[src/rtl/l2_request_arbiter.sv]
// Round-robin arbiter sharing the single L1-to-L2 read port between the instruction
// (INS) and data (DAT) caches, with one transaction outstanding at a time.
module l2_request_arbiter #(
    parameter int   ADDRESS_WIDTH = 32,
    parameter int   L2_BUS_WIDTH  = 32,
    parameter logic HIGH          = 1'b1,
    parameter logic LOW           = 1'b0
) (
    input  logic                       CLK,
    input  logic                       RST,

    input  logic                       ADDRESS_TO_L2_VALID_INS,
    input  logic [ADDRESS_WIDTH-3:0]   ADDRESS_TO_L2_INS,
    output logic                       ADDRESS_TO_L2_READY_INS,
    output logic                       DATA_FROM_L2_VALID_INS,
    output logic [L2_BUS_WIDTH-1:0]    DATA_FROM_L2_INS,
    input  logic                       DATA_FROM_L2_READY_INS,

    input  logic                       ADDRESS_TO_L2_VALID_DAT,
    input  logic [ADDRESS_WIDTH-3:0]   ADDRESS_TO_L2_DAT,
    output logic                       ADDRESS_TO_L2_READY_DAT,
    output logic                       DATA_FROM_L2_VALID_DAT,
    output logic [L2_BUS_WIDTH-1:0]    DATA_FROM_L2_DAT,
    input  logic                       DATA_FROM_L2_READY_DAT,

    output logic                       ADDRESS_TO_L2_VALID,
    output logic [ADDRESS_WIDTH-3:0]   ADDRESS_TO_L2,
    input  logic                       ADDRESS_TO_L2_READY,
    input  logic                       DATA_FROM_L2_VALID,
    input  logic [L2_BUS_WIDTH-1:0]    DATA_FROM_L2,
    output logic                       DATA_FROM_L2_READY,

    output logic                       GRANT_DAT,
    output logic [1:0]                 STATE_DEBUG
);

    // Every channel is valid/ready: a transfer happens on the rising edge where both
    // are high; the sender holds valid and payload stable until it sees ready.

    localparam logic [1:0] ST_IDLE   = 2'd0;
    localparam logic [1:0] ST_ISSUE  = 2'd1;
    localparam logic [1:0] ST_WAIT   = 2'd2;
    localparam logic [1:0] ST_RETURN = 2'd3;

    logic [1:0]               state;
    logic [ADDRESS_WIDTH-3:0] addr_q;
    logic [L2_BUS_WIDTH-1:0]  data_ins_q;
    logic [L2_BUS_WIDTH-1:0]  data_dat_q;
    logic                     owner;
    logic                     last_grant;

    logic                     req_any;
    logic                     win_dat;
    logic                     owner_ready;

    assign req_any = ADDRESS_TO_L2_VALID_INS | ADDRESS_TO_L2_VALID_DAT;

    // On a tie the requester that did not win last time goes first.
    always_comb begin
        win_dat = LOW;
        case ({ADDRESS_TO_L2_VALID_INS, ADDRESS_TO_L2_VALID_DAT})
            2'b01:   win_dat = HIGH;
            2'b11:   win_dat = ~last_grant;
            default: win_dat = LOW;
        endcase
    end

    assign owner_ready = owner ? DATA_FROM_L2_READY_DAT : DATA_FROM_L2_READY_INS;

    always_ff @(posedge CLK or posedge RST) begin
        if (RST) begin
            state <= ST_IDLE;
        end else begin
            case (state)
                ST_IDLE:   if (req_any)             state <= ST_ISSUE;
                ST_ISSUE:  if (ADDRESS_TO_L2_READY) state <= ST_WAIT;
                ST_WAIT:   if (DATA_FROM_L2_VALID)  state <= ST_RETURN;
                ST_RETURN: if (owner_ready)         state <= ST_IDLE;
                default:                            state <= ST_IDLE;
            endcase
        end
    end

    always_ff @(posedge CLK or posedge RST) begin
        if (RST) begin
            addr_q     <= '0;
            owner      <= LOW;
            last_grant <= HIGH;
        end else if (state == ST_IDLE && req_any) begin
            addr_q     <= win_dat ? ADDRESS_TO_L2_DAT : ADDRESS_TO_L2_INS;
            owner      <= win_dat;
            last_grant <= win_dat;
        end
    end

    // Response goes into the owner's register only, so the other side keeps its last value.
    always_ff @(posedge CLK or posedge RST) begin
        if (RST) begin
            data_ins_q <= '0;
            data_dat_q <= '0;
        end else if (state == ST_WAIT && DATA_FROM_L2_VALID) begin
            if (owner) data_dat_q <= DATA_FROM_L2;
            else       data_ins_q <= DATA_FROM_L2;
        end
    end

    // Ready is combinational from the requesters' valids, so it is gated while in reset.
    assign ADDRESS_TO_L2_READY_INS = ~RST & (state == ST_IDLE) & req_any & ~win_dat;
    assign ADDRESS_TO_L2_READY_DAT = ~RST & (state == ST_IDLE) & req_any &  win_dat;

    assign ADDRESS_TO_L2_VALID     = (state == ST_ISSUE);
    assign ADDRESS_TO_L2           = addr_q;
    assign DATA_FROM_L2_READY      = (state == ST_WAIT);

    assign DATA_FROM_L2_VALID_INS  = (state == ST_RETURN) & ~owner;
    assign DATA_FROM_L2_VALID_DAT  = (state == ST_RETURN) &  owner;
    assign DATA_FROM_L2_INS        = data_ins_q;
    assign DATA_FROM_L2_DAT        = data_dat_q;

    assign GRANT_DAT               = owner;
    assign STATE_DEBUG             = state;

endmodule

[config.mk]
export PLATFORM = sky130hd
export DESIGN_NAME = l2_request_arbiter
export DESIGN_NICKNAME = d
export VERILOG_FILES = /design/src/rtl/l2_request_arbiter.sv
export SDC_FILE = /design/constraint.sdc
export NUM_CORES = 1
export LEC_CHECK = 0
export CORE_ASPECT_RATIO = 0.75
export CORE_MARGIN = 5
export CORE_UTILIZATION = 41
export CTS_BUF_LIST = sky130_fd_sc_hd__clkbuf_2 sky130_fd_sc_hd__clkbuf_4 sky130_fd_sc_hd__clkbuf_8
export CTS_CLUSTER_SIZE = 12
export DETAILED_ROUTE_END_ITERATION = 7
export PLACE_DENSITY = 0.79
export SETUP_SLACK_MARGIN = 0.3
export SYNTH_ARGS = -nofsm -noshare
export SYNTH_HDL_FRONTEND = slang
export SYNTH_SLANG_ARGS = --single-unit
[constraint.sdc]
create_clock -name CLK -period 3.75 [get_ports CLK]
set_clock_uncertainty 0.05 [all_clocks]
set_input_delay 0.75 -clock CLK [delete_from_list [all_inputs] [get_ports CLK]]
set_output_delay 0.75 -clock CLK [all_outputs]
set_load 0.02 [all_outputs]
; After elaboration in Yosys (flattened, before gate mapping)
; Index checks and enable logic that the tools add are counted.
[classes]
add_sub_neg = 0
mul = 0
div = 0
n_lt_le_gt_ge = 0
n_eq_ne = 9
n_shift = 0
n_mux = 8
bitwise_logic = 11
reduce_logical = 6
[ops]
columns = cell, n
row1 = $mux 30, 1
row2 = $mux 2, 4
row3 = $pmux 2 s4, 1
row4 = $and 1x1->1, 6
row5 = $eq 2x2->1 const B, 3
row6 = $ne 2x2->1 const B, 3
row7 = $eq 2x1->1 const B, 2
row8 = $not 1->1, 4
row9 = $reduce_and 2->1, 2
row10 = $reduce_and 4->1, 1
row11 = $logic_and 1x1->1, 2
row12 = $logic_not 2->1, 1
row13 = $ne 2x1->1 const B, 1
row14 = $pmux 1 s2, 1
row15 = $mux 1, 1
row16 = $or 1x1->1, 1
[totals]
register_bits = 98
latchBits = 0
mem_bits_rw = 0
romBits = 0
output_inout_bits = 103
word_cells = 40
memories = 0

; Depth between registers and ports, before layout
[depth]
depth_word = 4
depth_mapped = 6

; Least setup slack after synthesis
; No wires, ideal clock.
[synth_path]
path_kind = reg2out
startpoint = register state[0] (netlist: STATE_DEBUG[0])
endpoint = output ADDRESS_TO_L2_READY_INS
arrival_ns = 1.664
slack_ns = 1.286
stages_incl_launch_ff = 6
path_buffers = 1
path_cell_list = dfrtp_1 -> inv_1 -> ha_1 -> o21ai_1 -> clkbuf_1 -> nor3_1
[synth_between]
elab_chain_cells = 4
[synth_lines]
columns = element, line_no
row1 = "start, declared", 45  ; logic [1:0] state;
row2 = "start signal, assigned", 72  ; state <= ST_IDLE;
row3 = "start signal, assigned", 75  ; ST_IDLE: if (req_any) state <= ST_ISSUE;
row4 = "start signal, assigned", 76  ; ST_ISSUE: if (ADDRESS_TO_L2_READY) state <= ST_WAIT;
row5 = $logic_not 2->1, 108  ; assign ADDRESS_TO_L2_READY_INS = ~RST & (state == ST_IDLE) & req_any & ~win_dat;
row6 = $and 1x1->1 (3 in series), 108
row7 = "end, declared", 14  ; output logic ADDRESS_TO_L2_READY_INS,
; No other way between the ends.

; Final worst setup path
[layout_path]
startpoint = input ADDRESS_TO_L2_VALID_DAT
endpoint = output ADDRESS_TO_L2_READY_DAT
[layout_between]
elab_chain_cells = 3
[layout_lines]
columns = element, line_no
row1 = "start, declared", 19  ; input logic ADDRESS_TO_L2_VALID_DAT,
row2 = $eq 2x2->1 (tied with other cells), 61  ; case ({ADDRESS_TO_L2_VALID_INS, ADDRESS_TO_L2_VALID_DAT})
row3 = $pmux 1 s2 or $and 1x1->1 (tied branches), "61, 109"
row4 = $and 1x1->1 (*), 109  ; assign ADDRESS_TO_L2_READY_DAT = ~RST & (state == ST_IDLE) & req_any & win_dat;
row5 = "end, declared", 21  ; output logic ADDRESS_TO_L2_READY_DAT,
; Every way passes the cells marked *; elsewhere a longest branch is shown, timed or not.

==> impl_metrics.ini <==
[worst_setup_path]
crit_required_ns = 2.95
crit_arrival_ns = 2.43
critPathTopFamily = buffers and inverters
worstReg2RegStart = STATE_DEBUG[0]
crit_path_end_kind = primary output
crit_top_cell = clkdlybuf4s50_1
slowest_stage = clkdlybuf4s50_1
crit_buf_inv = 2
crit_cells = 5
critPathKind = in -> out
worstPathCellList = clkdlybuf4s50_1 > a21boi_4 > nand2_1 > nor2_1 > clkdlybuf4s50_1
ff2ff_path_depth = 5
critPathLaunch = ADDRESS_TO_L2_VALID_DAT
path_max_fanout = 4
cpPeakStageDelay_ns = 0.64
startpoint_type = input port

[routing]
drcViolationCount = 0
post_drt_wl_per_cell_microns = 16.93
num_vias = 3051
ant_nets = 0
wirelength_microns = 10770
dr.pass1.iters = 4
drt_iter0_drc = 110
routed_via_density = 4.797

[power_and_ir_drop]
clkPwrFrac = 0.153
power_leakage_nw = 2.793
intPower_mw = 3.591
pwr_density_cell_nw_per_um2 = 868.9
power_frac_seq = 0.332
ir_drop_uv = 383.1
power_frac_comb = 0.514
swShare = 0.3637
p_sw_mw = 2.053

[layout]
layout-drive-gt1-share = 0.1786
fill_cells = 774
diodes = 0
layout.cells.most_common = clkdlybuf4s50_1
final_cell_area_sq_um = 6495
multi_input_area_sq_um = 1509
fin_cells = 636
ff_latch_area_sq_um = 2454
num-nets-final = 605
area_delta_synth_final_pct = 61.26
final_cell_mix = clkdlybuf4s50_1, dfrtp_1, mux2_2, nand2_1, mux2i_1

[clock_tree]
clock_sinks = 98
clockBufferDepth = 2
cts_buffers = 9
clock_latency_ns = 0.36
cts_root_buffer = clkbuf_8
post_cts_resize_count = 0
ctsHoldBuffers = 0
clk_pin_slew_ns = 0.08
cts_tree = built
htree_num_levels = 3
cts_setup_buffers = 0

[global_route]
grt_max_degree = 62
grt_pass1_vias = 3192
grt-ovfl-total = 0
grtUsageTotal = 0.1844
grt_pass1_wl_microns = 17080
antenna_found_initial = 0

[logic_synthesis]
seq_area_frac_synth = 0.6092
netlist.top_cell.by_area = dfrtp_1
ys_top_cells_by_area = dfrtp_1, mux2_2, mux2i_1, nand2_1, o21ai_0
netlist_instances = 296
syn_avg_cell_area_sq_um = 13.61
ys_types = 25
synth_seq_cells = 98
synth_top_area_frac = 0.6027
yosys_warnings = 0
synth_fp_nets = 401
syn-cell-area_sq_um = 4028

[run_status]
outcome = complete, no violations

[sta]
hold_violations = 0
setup_violations = 0
relSlewSlack = 0.4712
drv_slew = 0
worst_pin_slew_ns = 0.7910
min_period_ns = 3.227
finalCritPeriodShare = 0.8606
fmax_mhz = 309.9
holdWs_ns = 0.4308
finalSetupTns_ns = 0
rsz0062_at_grt = no

[floorplan]
initial_core_util = 0.4187
row_count = 31
die_h_microns = 95.84
ios = 203
core_area_sq_um = 9619
die_x_microns = 124.4
die_area_sq_um = 11930

[flow_run]
cap_violations = 0

[placement]
port_buffers = 202
dp.cells = 621
place_area_sq_um = 6233
place_hpwl_microns = 8553
gp_routability_congestion = 0.7814

[worst_hold_path]
whs_path_depth = 2
hp-class = reg -> reg
hp-start = ADDRESS_TO_L2[28]
## layout make-up
type                    count  area share
clock buffers               9     0.01907
repair buffers            208      0.3221
clock inverters             6     0.02119
flip-flops and latches     98      0.3778
multi-input cells         180      0.2323
inverters                   3    0.002119
well taps                 132     0.02543
## per-layer routing
| metal | track usage | up-vias | part of all wire |
|---|---|---|---|
| li1 | - | 1443 | - |
| met1 | 0.2127 | 1458 | 0.40 |
| met2 | 0.3049 | 131 | 0.48 |
| met3 | 0.08874 | 19 | 0.095 |
| met4 | 0.06478 | 0 | 0.020 |
| met5 | 0 | - | 0 |
## metrics by stage
stage / power (mW) / utilization / worst slack (ns)
after floorplan: 3.354 / - / 0.3896
after global placement: 4.744 / 0.6480 / 0.6367
after detailed placement: 4.843 / 0.6480 / 0.5432
after CTS: 5.725 / 0.6752 / 0.5435
after global routing: 5.987 / 0.6752 / 0.4647
final: 5.644 / 0.6752 / 0.5228
## cells by family (layout without fill, tap and decap cells)
group | count (synthesis) | after routing | share of synthesized area
DFF | 98 | 98 | 0.6092
muxes | 97 | 97 | 0.2613
and+or+nand+nor | 43 | 43 | 0.04536
AOI/OAI and AO/OA | 35 | 35 | 0.04784
buffers and inverters | 18 | 226 | 0.02081
adders and majority gates | 5 | 5 | 0.01553
## power groups by stage
stage	clock network, mW	registers [mW]	logic (mW)
global route	0.941	1.94	3.10
detailed placement	0	1.90	2.95
finish	0.866	1.87	2.90
CTS	0.896	1.88	2.95
floorplan	0	2.51	0.847
global placement	0	1.87	2.88
## synthesized netlist by cell type
cell type and number:
nor3_1 1, ha_1 5, dfstp_2 1, a2111oi_2 1, a31oi_1 1, inv_1 3
nor2b_1 2, mux2_2 64, nor3b_1 1, nand3b_1 1, and2b_1 1, and2_1 1
mux2_1 1, nand2_1 33, o21ai_1 14, nand3_1 1, o21ai_0 17, buf_2 7
a21boi_2 1, clkbuf_1 6, a21oi_1 1, dfrtp_1 97, mux2i_1 32, buf_4 2
nor2_1 2
## worst min-delay path, cell delays in order (launching register included)
cell and delay (ns):
dfrtp_1 0.34, nand2_1 0.04, o21ai_0 0.06
## flip-flops by register name (all words and copies together), names as in the netlist
| register | count |
|---|---|
| DATA_FROM_L2_INS | 32 |
| last_grant | 1 |
| STATE_DEBUG | 2 |
| DATA_FROM_L2_DAT | 32 |
| GRANT_DAT | 1 |
| ADDRESS_TO_L2 | 30 |
## worst paths after layout
check                                                to  slack, ns
min in group asynchronous                     GRANT_DAT       0.82
worst max-delay path            ADDRESS_TO_L2_READY_DAT       0.52
worst max register to register     DATA_FROM_L2_DAT[26]       1.51
worst min register to register        ADDRESS_TO_L2[28]       0.43
max in group asynchronous          DATA_FROM_L2_INS[12]       2.15
worst min-delay path                  ADDRESS_TO_L2[28]       0.43
No activity file was read; power rests on OpenSTA's default activity.
==> variant, RTL diff (config.mk and constraints unchanged) <==
The parameter `HIGH` goes from 1'b1 to 1'b0.
--- a/src/rtl/l2_request_arbiter.sv
+++ b/src/rtl/l2_request_arbiter.sv
@@ -3,7 +3,7 @@
 module l2_request_arbiter #(
     parameter int   ADDRESS_WIDTH = 32,
     parameter int   L2_BUS_WIDTH  = 32,
-    parameter logic HIGH          = 1'b1,
+    parameter logic HIGH          = 1'b0,
     parameter logic LOW           = 1'b0
 ) (
     input  logic                       CLK,
Formal check against the unedited RTL: not equivalent (a bounded check fails within 4 cycles, from zero or initial values and one cycle with RST high).
==> variant against the unedited design <==
Total power decreased by 5.6%; sequential cell count is 1 lower; die area shrank 0.71%; worst hold slack improved by 0.0021 ns; highest routed layer unchanged; area after synthesis is 0.78% lower; synthesized cell count down 0.68%; combinational power fell by 3%; routed wire length decreased by 2.5%; cell area decreased by 1.8%; critical path depth decreased by 1; critical path type unchanged; setup slack got worse by 0.013 ns.
==> variant: results (changes against the unedited design) <==
The fraction of the mapped netlist area in compound gates was 0.0438 (was 0.0478). The final-layout clock buffer total is 11 (was 9). Run status: complete, no violations (unchanged). The origin of the worst setup path is ADDRESS_TO_L2_VALID_INS (was ADDRESS_TO_L2_VALID_DAT). The worst reg2reg path endpoint is DATA_FROM_L2_DAT[20]$_DFFE_PP0P_ (was DATA_FROM_L2_DAT[26]$_DFFE_PP0P_). The inverter count came out at 4 (was 3). The fraction of final layout cells with drive strength greater than 1 came out at 0.180 (was 0.179). The clock network power share came out at 0.129 (was 0.153).

The number of fill cells is 739 (was 774). The non-clock buffer share of cell area is 0.325 (was 0.322). The HPWL after detailed placement came out at 8070 µm (was 8550 µm). The power dissipated by switching net loads is 0.00198 W (was 0.00205 W). The routability-driven placement congestion ratio is 0.765 (was 0.781). The net total in the final layout is 601 (was 605). The non-clock buffer count in the final layout came to 207 (was 208). The layout multi-input combinational cell count came out at 177 (was 180).

The multiplexer share of the synthesized area came out at 0.263 (was 0.261). The total number of vias came out at 2971 (was 3051). The net count after synthesis was 399 (was 401). The startpoint of the worst hold path was ADDRESS_TO_L2[25]$_DFFE_PP0P_ (was ADDRESS_TO_L2[28]$_DFFE_PP0P_).

The count of distinct cell types in the synthesized netlist came out at 20 (was 25). Top post-synthesis cells by count: sky130_fd_sc_hd__dfrtp_1 (97), sky130_fd_sc_hd__mux2_2 (65), sky130_fd_sc_hd__mux2i_1 (32) (was sky130_fd_sc_hd__dfrtp_1 (97), sky130_fd_sc_hd__mux2_2 (64), sky130_fd_sc_hd__nand2_1 (33)). The maximum operating frequency is 309 MHz (was 310 MHz). The number of global-route vias before repair came out at 3115 (was 3192). The count of state elements after synthesis came out at 97 (was 98). The area fraction of clock buffers and clock inverters came out at 0.0322 (was 0.0403).

The worst-case vdd ir drop is 0.531 mV (was 0.383 mV). The fraction of the yosys area taken by sequential cells was 0.607 (was 0.609). The global-route usage over all layers was 0.179 (was 0.184). The adder-cell share of the synthesized area came out at 0.0157 (was 0.0155). The worst setup path endpoint is ADDRESS_TO_L2_READY_DAT (unchanged).

The largest fanout on the critical path is 6 (was 4). Area contributors post-synth: sky130_fd_sc_hd__dfrtp_1 (61%), sky130_fd_sc_hd__mux2_2 (18%), sky130_fd_sc_hd__mux2i_1 (8.0%), sky130_fd_sc_hd__o21ai_0 (3.9%), sky130_fd_sc_hd__nand2_1 (2.9%) (was sky130_fd_sc_hd__dfrtp_1 (60%), sky130_fd_sc_hd__mux2_2 (18%), sky130_fd_sc_hd__mux2i_1 (8.0%), sky130_fd_sc_hd__nand2_1 (3.1%), sky130_fd_sc_hd__o21ai_0 (2.1%)).
-- variant: through the flow --
stage | instances | power (W) | cell area, µm² | util
floorplan | 294 | 0.00326 | 4000 | -
global placement | 617 | 0.00461 | 6170 | 0.645
detailed placement | 617 | 0.00470 | 6170 | 0.645
CTS | 633 | 0.00541 | 6380 | 0.666
global route | 633 | 0.00565 | 6380 | 0.666
finish | 633 | 0.00533 | 6380 | 0.666
-- variant: cells by family (layout without fill, tap and decap cells) --
family                   Yosys count  in the layout
multiplexers                      97             97
flip-flops                        97             97
AND/OR/NAND/NOR                   42             42
AO/OA/AOI/OAI                     33             33
buffers and inverters             20            227
adder cells (fa/ha/maj)            5              5
-- variant: metal layers --
metal / vias up / track usage / part of all wire
met4: 0 / 0.0538 / 0.011
li1: 1424 / - / -
met5: - / 0 / 0
met3: 10 / 0.0540 / 0.079
met1: 1431 / 0.223 / 0.40
met2: 106 / 0.303 / 0.51
